[src/rtl/mem_stage.sv]
// Memory pipeline stage: passes ALU results to write-back, or holds the pipe
// while a single load/store is outstanding on the data-memory handshake.
module mem_stage #(
    parameter int TIMEOUT = 15
) (
    input  logic        CLOCK,
    input  logic        RESET,
    input  logic        RW,
    input  logic [4:0]  DA,
    input  logic [1:0]  MD,
    input  logic        MW,
    input  logic [31:0] F,
    input  logic [31:0] B_DATA,
    input  logic        V,
    input  logic        N,
    output logic        RW_out,
    output logic [4:0]  DA_out,
    output logic [1:0]  MD_out,
    output logic [31:0] F_out,
    output logic [31:0] Data_out,
    output logic        VxorN_out,
    output logic        MEM_REQ,
    output logic        MEM_WE,
    output logic [31:0] MEM_ADDR,
    output logic [31:0] MEM_WDATA,
    input  logic [31:0] MEM_RDATA,
    input  logic        MEM_ACK,
    output logic        STALL,
    output logic        ERR
);

    typedef enum logic {
        S_IDLE = 1'b0,
        S_WAIT = 1'b1
    } state_t;

    localparam logic [7:0] TIMEOUT_CNT = 8'(TIMEOUT);

    state_t      r_state, r_state_next;
    logic [7:0]  r_cnt, r_cnt_next;
    logic        r_err, r_err_next;
    logic        r_req, r_req_next;
    logic        r_we, r_we_next;
    logic [31:0] r_addr, r_addr_next;
    logic [31:0] r_wdata, r_wdata_next;
    logic        r_cap_rw, r_cap_rw_next;
    logic [4:0]  r_cap_da, r_cap_da_next;
    logic [1:0]  r_cap_md, r_cap_md_next;
    logic        r_cap_vxn, r_cap_vxn_next;
    logic        r_rw_out, r_rw_out_next;
    logic [4:0]  r_da_out, r_da_out_next;
    logic [1:0]  r_md_out, r_md_out_next;
    logic [31:0] r_f_out, r_f_out_next;
    logic [31:0] r_data_out, r_data_out_next;
    logic        r_vxn_out, r_vxn_out_next;

    logic        w_mem_op;
    logic        w_vxn;
    logic        w_is_load;
    logic [7:0]  w_cnt_inc;
    logic        w_timeout;

    assign w_mem_op  = (MD == 2'd1) || MW;
    assign w_vxn     = V ^ N;
    // A store wins over a simultaneous load request, so only a pure load returns data.
    assign w_is_load = (r_cap_md == 2'd1) && !r_we;
    assign w_cnt_inc = r_cnt + 8'd1;
    assign w_timeout = (w_cnt_inc == TIMEOUT_CNT);

    always_ff @(negedge CLOCK or negedge RESET) begin
        if (!RESET) begin
            r_state    <= S_IDLE;
            r_cnt      <= 8'd0;
            r_err      <= 1'b0;
            r_req      <= 1'b0;
            r_we       <= 1'b0;
            r_addr     <= 32'd0;
            r_wdata    <= 32'd0;
            r_cap_rw   <= 1'b0;
            r_cap_da   <= 5'd0;
            r_cap_md   <= 2'd0;
            r_cap_vxn  <= 1'b0;
            r_rw_out   <= 1'b0;
            r_da_out   <= 5'd0;
            r_md_out   <= 2'd0;
            r_f_out    <= 32'd0;
            r_data_out <= 32'd0;
            r_vxn_out  <= 1'b0;
        end else begin
            r_state    <= r_state_next;
            r_cnt      <= r_cnt_next;
            r_err      <= r_err_next;
            r_req      <= r_req_next;
            r_we       <= r_we_next;
            r_addr     <= r_addr_next;
            r_wdata    <= r_wdata_next;
            r_cap_rw   <= r_cap_rw_next;
            r_cap_da   <= r_cap_da_next;
            r_cap_md   <= r_cap_md_next;
            r_cap_vxn  <= r_cap_vxn_next;
            r_rw_out   <= r_rw_out_next;
            r_da_out   <= r_da_out_next;
            r_md_out   <= r_md_out_next;
            r_f_out    <= r_f_out_next;
            r_data_out <= r_data_out_next;
            r_vxn_out  <= r_vxn_out_next;
        end
    end

    always_comb begin
        r_state_next    = r_state;
        r_cnt_next      = r_cnt;
        r_err_next      = r_err;
        r_req_next      = r_req;
        r_we_next       = r_we;
        r_addr_next     = r_addr;
        r_wdata_next    = r_wdata;
        r_cap_rw_next   = r_cap_rw;
        r_cap_da_next   = r_cap_da;
        r_cap_md_next   = r_cap_md;
        r_cap_vxn_next  = r_cap_vxn;
        r_rw_out_next   = r_rw_out;
        r_da_out_next   = r_da_out;
        r_md_out_next   = r_md_out;
        r_f_out_next    = r_f_out;
        r_data_out_next = r_data_out;
        r_vxn_out_next  = r_vxn_out;

        case (r_state)
            S_IDLE: begin
                if (w_mem_op) begin
                    // Capture the instruction; F doubles as the held memory address.
                    r_state_next   = S_WAIT;
                    r_cnt_next     = 8'd0;
                    r_req_next     = 1'b1;
                    r_we_next      = MW;
                    r_addr_next    = F;
                    r_wdata_next   = B_DATA;
                    r_cap_rw_next  = RW;
                    r_cap_da_next  = DA;
                    r_cap_md_next  = MD;
                    r_cap_vxn_next = w_vxn;
                    r_rw_out_next  = 1'b0;
                end else begin
                    r_rw_out_next   = RW;
                    r_da_out_next   = DA;
                    r_md_out_next   = MD;
                    r_f_out_next    = F;
                    r_vxn_out_next  = w_vxn;
                    r_data_out_next = 32'd0;
                end
            end
            S_WAIT: begin
                r_rw_out_next = 1'b0;
                if (MEM_ACK) begin
                    r_state_next    = S_IDLE;
                    r_req_next      = 1'b0;
                    r_rw_out_next   = r_cap_rw;
                    r_da_out_next   = r_cap_da;
                    r_md_out_next   = r_cap_md;
                    r_f_out_next    = r_addr;
                    r_vxn_out_next  = r_cap_vxn;
                    r_data_out_next = w_is_load ? MEM_RDATA : 32'd0;
                end else begin
                    r_cnt_next = w_cnt_inc;
                    if (w_timeout) begin
                        // Abandon the access: release the slot without a register write.
                        r_state_next    = S_IDLE;
                        r_err_next      = 1'b1;
                        r_req_next      = 1'b0;
                        r_da_out_next   = r_cap_da;
                        r_md_out_next   = r_cap_md;
                        r_f_out_next    = r_addr;
                        r_vxn_out_next  = r_cap_vxn;
                        r_data_out_next = 32'd0;
                    end
                end
            end
            default: r_state_next = S_IDLE;
        endcase
    end

    assign RW_out    = r_rw_out;
    assign DA_out    = r_da_out;
    assign MD_out    = r_md_out;
    assign F_out     = r_f_out;
    assign Data_out  = r_data_out;
    assign VxorN_out = r_vxn_out;
    assign MEM_REQ   = r_req;
    assign MEM_WE    = r_we;
    assign MEM_ADDR  = r_addr;
    assign MEM_WDATA = r_wdata;
    assign STALL     = (r_state == S_WAIT);
    assign ERR       = r_err;

endmodule

[config.mk]
export PLATFORM = sky130hd
export DESIGN_NAME = mem_stage
export DESIGN_NICKNAME = d
export VERILOG_FILES = /design/src/rtl/mem_stage.sv
export SDC_FILE = /design/constraint.sdc
export NUM_CORES = 1
export LEC_CHECK = 0
export CAP_MARGIN = 20
export CORE_ASPECT_RATIO = 0.9
export CORE_MARGIN = 4
export CORE_UTILIZATION = 46
export CTS_BUF_LIST = sky130_fd_sc_hd__clkbuf_8
export DETAILED_ROUTE_END_ITERATION = 10
export GPL_TIMING_DRIVEN = 0
export HOLD_SLACK_MARGIN = 0.12
export PLACE_DENSITY = 0.8
export SYNTH_ARGS = -nofsm -noshare
export SYNTH_HDL_FRONTEND = slang
export SYNTH_SLANG_ARGS = --single-unit
[constraint.sdc]
create_clock -name CLOCK -period 2.88 [get_ports CLOCK]
set_input_delay 0.288 -clock CLOCK [delete_from_list [all_inputs] [get_ports CLOCK]]
set_output_delay 0.288 -clock CLOCK [all_outputs]
set_load 0.005 [all_outputs]
After elaboration in Yosys (flattened, before gate mapping)

Cells that the tools add are included.

Equal/unequal tests: 7
$add $sub $neg: 1
Bitwise logic cells: 3
Reduce and logical (&&, ||, !) cells: 8
Multiplexer cells: 35

Operator list:

| kind                                                  | count |
|---|---|
| two-way mux 32 bit                                    | 7 |
| one-hot mux 32 bit (2 select lines)                   | 2 |
| two-way mux 8 bit                                     | 2 |
| one-hot mux 8 bit (2 select lines)                    | 1 |
| two-way mux 5 bit                                     | 3 |
| two-way mux 1 bit                                     | 11 |
| one-hot mux 5 bit (2 select lines)                    | 1 |
| adder 8 x 1 -> 8 bit, second input constant           | 1 |
| == test 8 x 4 -> 1 bit, second input constant         | 1 |
| one-hot mux 1 bit (2 select lines)                    | 4 |
| AND reduction 2 bit                                   | 4 |
| two-way mux 2 bit                                     | 3 |
| inequality test 2 bit, second input constant          | 3 |
| == test 2 x 1 -> 1 bit, second input constant         | 2 |
| one-hot mux 2 bit (2 select lines)                    | 1 |
| inequality test 3 x 2 -> 1 bit, second input constant | 1 |
| AND reduction 3 bit                                   | 1 |
| inverter 1 bit                                        | 2 |
| logical AND 1 bit                                     | 1 |
| zero test 1 bit                                       | 1 |
| logical OR 1 bit                                      | 1 |
| bitwise XOR 1 bit                                     | 1 |

Word-level logic and storage cells: 71
Input bits: 110
Output and inout port bits: 141
Register bits after elaboration: 158

Longest topological paths before layout

Word-level depth: 5
Gate-level depth with buffers: 8
Depth with buffers taken out: 6

==> metrics <==
global-route wire length before repair 41.9 mm; top cells by area, synth dfrtn_1, nand2_1, mux2i_1, a211o_1, nor2_1; Synth Flop Type dfrtn_1; Arrival @ worst endpoint 2.56 ns; Worst Skew 0.0106 ns; crit end category output port; CP max FO 3; Avg Cell Area, Syn 8.77 um^2; final setup vio count 0; Max Cap Viol 0; fraction of registers with async set/reset 100%; number of buffers and inverters on the critical path 1; mapped cell area 0.00811 mm^2; Power Total 0.00851 W; RSZ-0062 raised after global routing no; port bufs 249; Post-synth EDFFs 0; post-synth top area share 48.7%; CTS tree built; Final HPWL DP 18.2 mm; largest net degree at the start of global routing 98; clock slew at reported path FFs 0.06 ns; slowest CP cell dfrtn_1; Post-Layout Cell Count 1507; Layout Nets 1371; Syn Inst Count 925; drt wl/cell 17.4 um; via density per instance 5.36; Pwr per Cell Area 716 mW/mm^2; ANT nets after route 0; status complete, no violations; cell family with most CP delay flip-flops; worst min path class reg -> reg; Rel. slew slack 65.3%; Setup Crit Path Kind reg -> out; Fill cells 1426; setup TNS 0 ns; DRT Wirelength 26.2 mm; CP max stage delay 0.45 ns; synthesized flop and latch total 158; worst skew pair latency 0.41 ns; Post-CTS Hold Buffers 0; vias in the first global route 8049; Die Y 134 um; vias 8083; Remaining DRCs 0; initial antenna violation count 0; Lkg Pwr 6.03 nW; most common cell after layout, fill and taps aside nand2_1; register area share after synthesis 48.7%; startpoint types flop; Core Rows 45; synth warn 0; Worst-Margin Slew 0.520 ns; die area 0.0198 mm^2; WP data required 2.59 ns; Initial Util 47.4%; final RePlAce weighted congestion 0.854; Peak VDD IR 0.000411 V; dominant cell type by area after synthesis dfrtn_1; ant diodes 0; total CTS buffers 17; GRT overflow 0; DR pass1 iterations 5; Sink Count 158; H-Tree Depth 4; I/O pins 251; Area growth syn-to-layout 46.5%; Yosys cell types 43; Slew Limit Fails 0; core footprint 0.0171 mm^2; # placed instances 1410; Fin. Hold Viols 0; Die Span X 148 um; number of DRC violations after detailed-routing iteration 0 538; share of layout cells above drive strength 1 16.6%; Root Driver clkbuf_8; Tot GR Track Use 26.3%; worst path cell trace clkdlybuf4s15_1; Net Count, Synth 1037; clk buf depth 2; most frequent cells in the layout nand2_1, dfrtn_1, dlygate4sd2_1
[Yosys cell counts, types with 7 or more instances]
library cell,instances
nand2_1,287
dfrtn_1,158
nor2_1,85
o21ai_0,45
and3_1,40
a211o_1,39
clkbuf_1,39
mux2i_1,39
nor3_1,33
a211oi_1,32
a22oi_1,32
buf_6,14
buf_2,13
a211oi_2,7
buf_1,7
nand3_1,7
nor3_2,7
[per-layer routing]
| layer | up-vias | GRT usage [%] | share of wire (%) |
|---|---|---|---|
| li1 | 3838 | - | - |
| met4 | 0 | 7.95 | 2.0 |
| met1 | 3859 | 33.7 | 41 |
| met3 | 39 | 10.1 | 9.6 |
| met2 | 347 | 41.5 | 47 |
| met5 | - | 0 | 0 |
[power breakdown]
group | internal [W] | switching [W] | total [W]
Sequential | 0.00287 | 0.000406 | 0.00328
Combinational | 0.00175 | 0.00160 | 0.00335
Clock | 0.000995 | 0.000896 | 0.00189
Total | 0.00562 | 0.00290 | 0.00851
[path summary, 6_finish.rpt]
path | startpoint | slack, ns | cells past startpoint | endpoint
worst min register to register | MEM_WDATA[18]$_DFFE_NN0P_ | 0.41 | 2 | MEM_WDATA[18]$_DFFE_NN0P_
worst max-delay path | Data_out[22]$_DFFE_NN0P_ | 0.04 | 1 | Data_out[22]
max in group asynchronous | RESET | 0.87 | 2 | MEM_WDATA[14]$_DFFE_NN0P_
min in group asynchronous | RESET | 1.12 | 1 | MEM_WDATA[3]$_DFFE_NN0P_
worst max register to register | r_cnt[0]$_DFFE_NN0P_ | 0.49 | 7 | F_out[21]$_DFFE_NN0P_
worst min-delay path | MEM_WDATA[18]$_DFFE_NN0P_ | 0.41 | 2 | MEM_WDATA[18]$_DFFE_NN0P_
[timing repair]
item,in CTS,in global routing
setup buffers,54,11
gates resized for setup,194,73
pin swaps,1,1
setup endpoints to repair,295,102
[kinds of logic (layout without fill, tap and decap cells)]
logic type,count (synthesis),after routing,synth area share [%]
compound gates,169,169,15.3
xor+xnor,4,4,0.432
fa+ha+maj,2,2,0.308
buf+inv,79,426,5.20
flops,158,158,48.7
mux,39,39,4.81
simple gates,474,474,25.2
[registers in the layout, summed over array words and instances, names as in the netlist, 5 cells and up]
name and count:
MEM_ADDR 32, F_out 32, r_cap_da 5, Data_out 32, MEM_WDATA 32, r_cnt 8, DA_out 5
[metrics by stage]
step                utilization [%]  area, um^2  worst slack, ns  hold WS, ns
CTS                            68.7       11800          0.00331        0.419
global placement               63.8       10900            -6.40        0.399
global route                   69.5       11900         0.000212        0.423
finish                         69.5       11900           0.0370        0.413
detailed placement             64.0       11000            -1.07        0.410
floorplan                         -        8140          -0.0180        0.406
[area by class of cell]
cell class / count / area [um^2] / area share (%)
inverters: 5 / 18.8 / 0.158
well taps: 235 / 294 / 2.47
flip-flops and latches: 158 / 3950 / 33.3
clock buffers: 19 / 262 / 2.20
multi-input cells: 688 / 3830 / 32.2
clock inverters: 13 / 185 / 1.56
plain buffers: 74 / 537 / 4.51
repair buffers: 315 / 2810 / 23.6
Power figures use the tool's default switching activity.
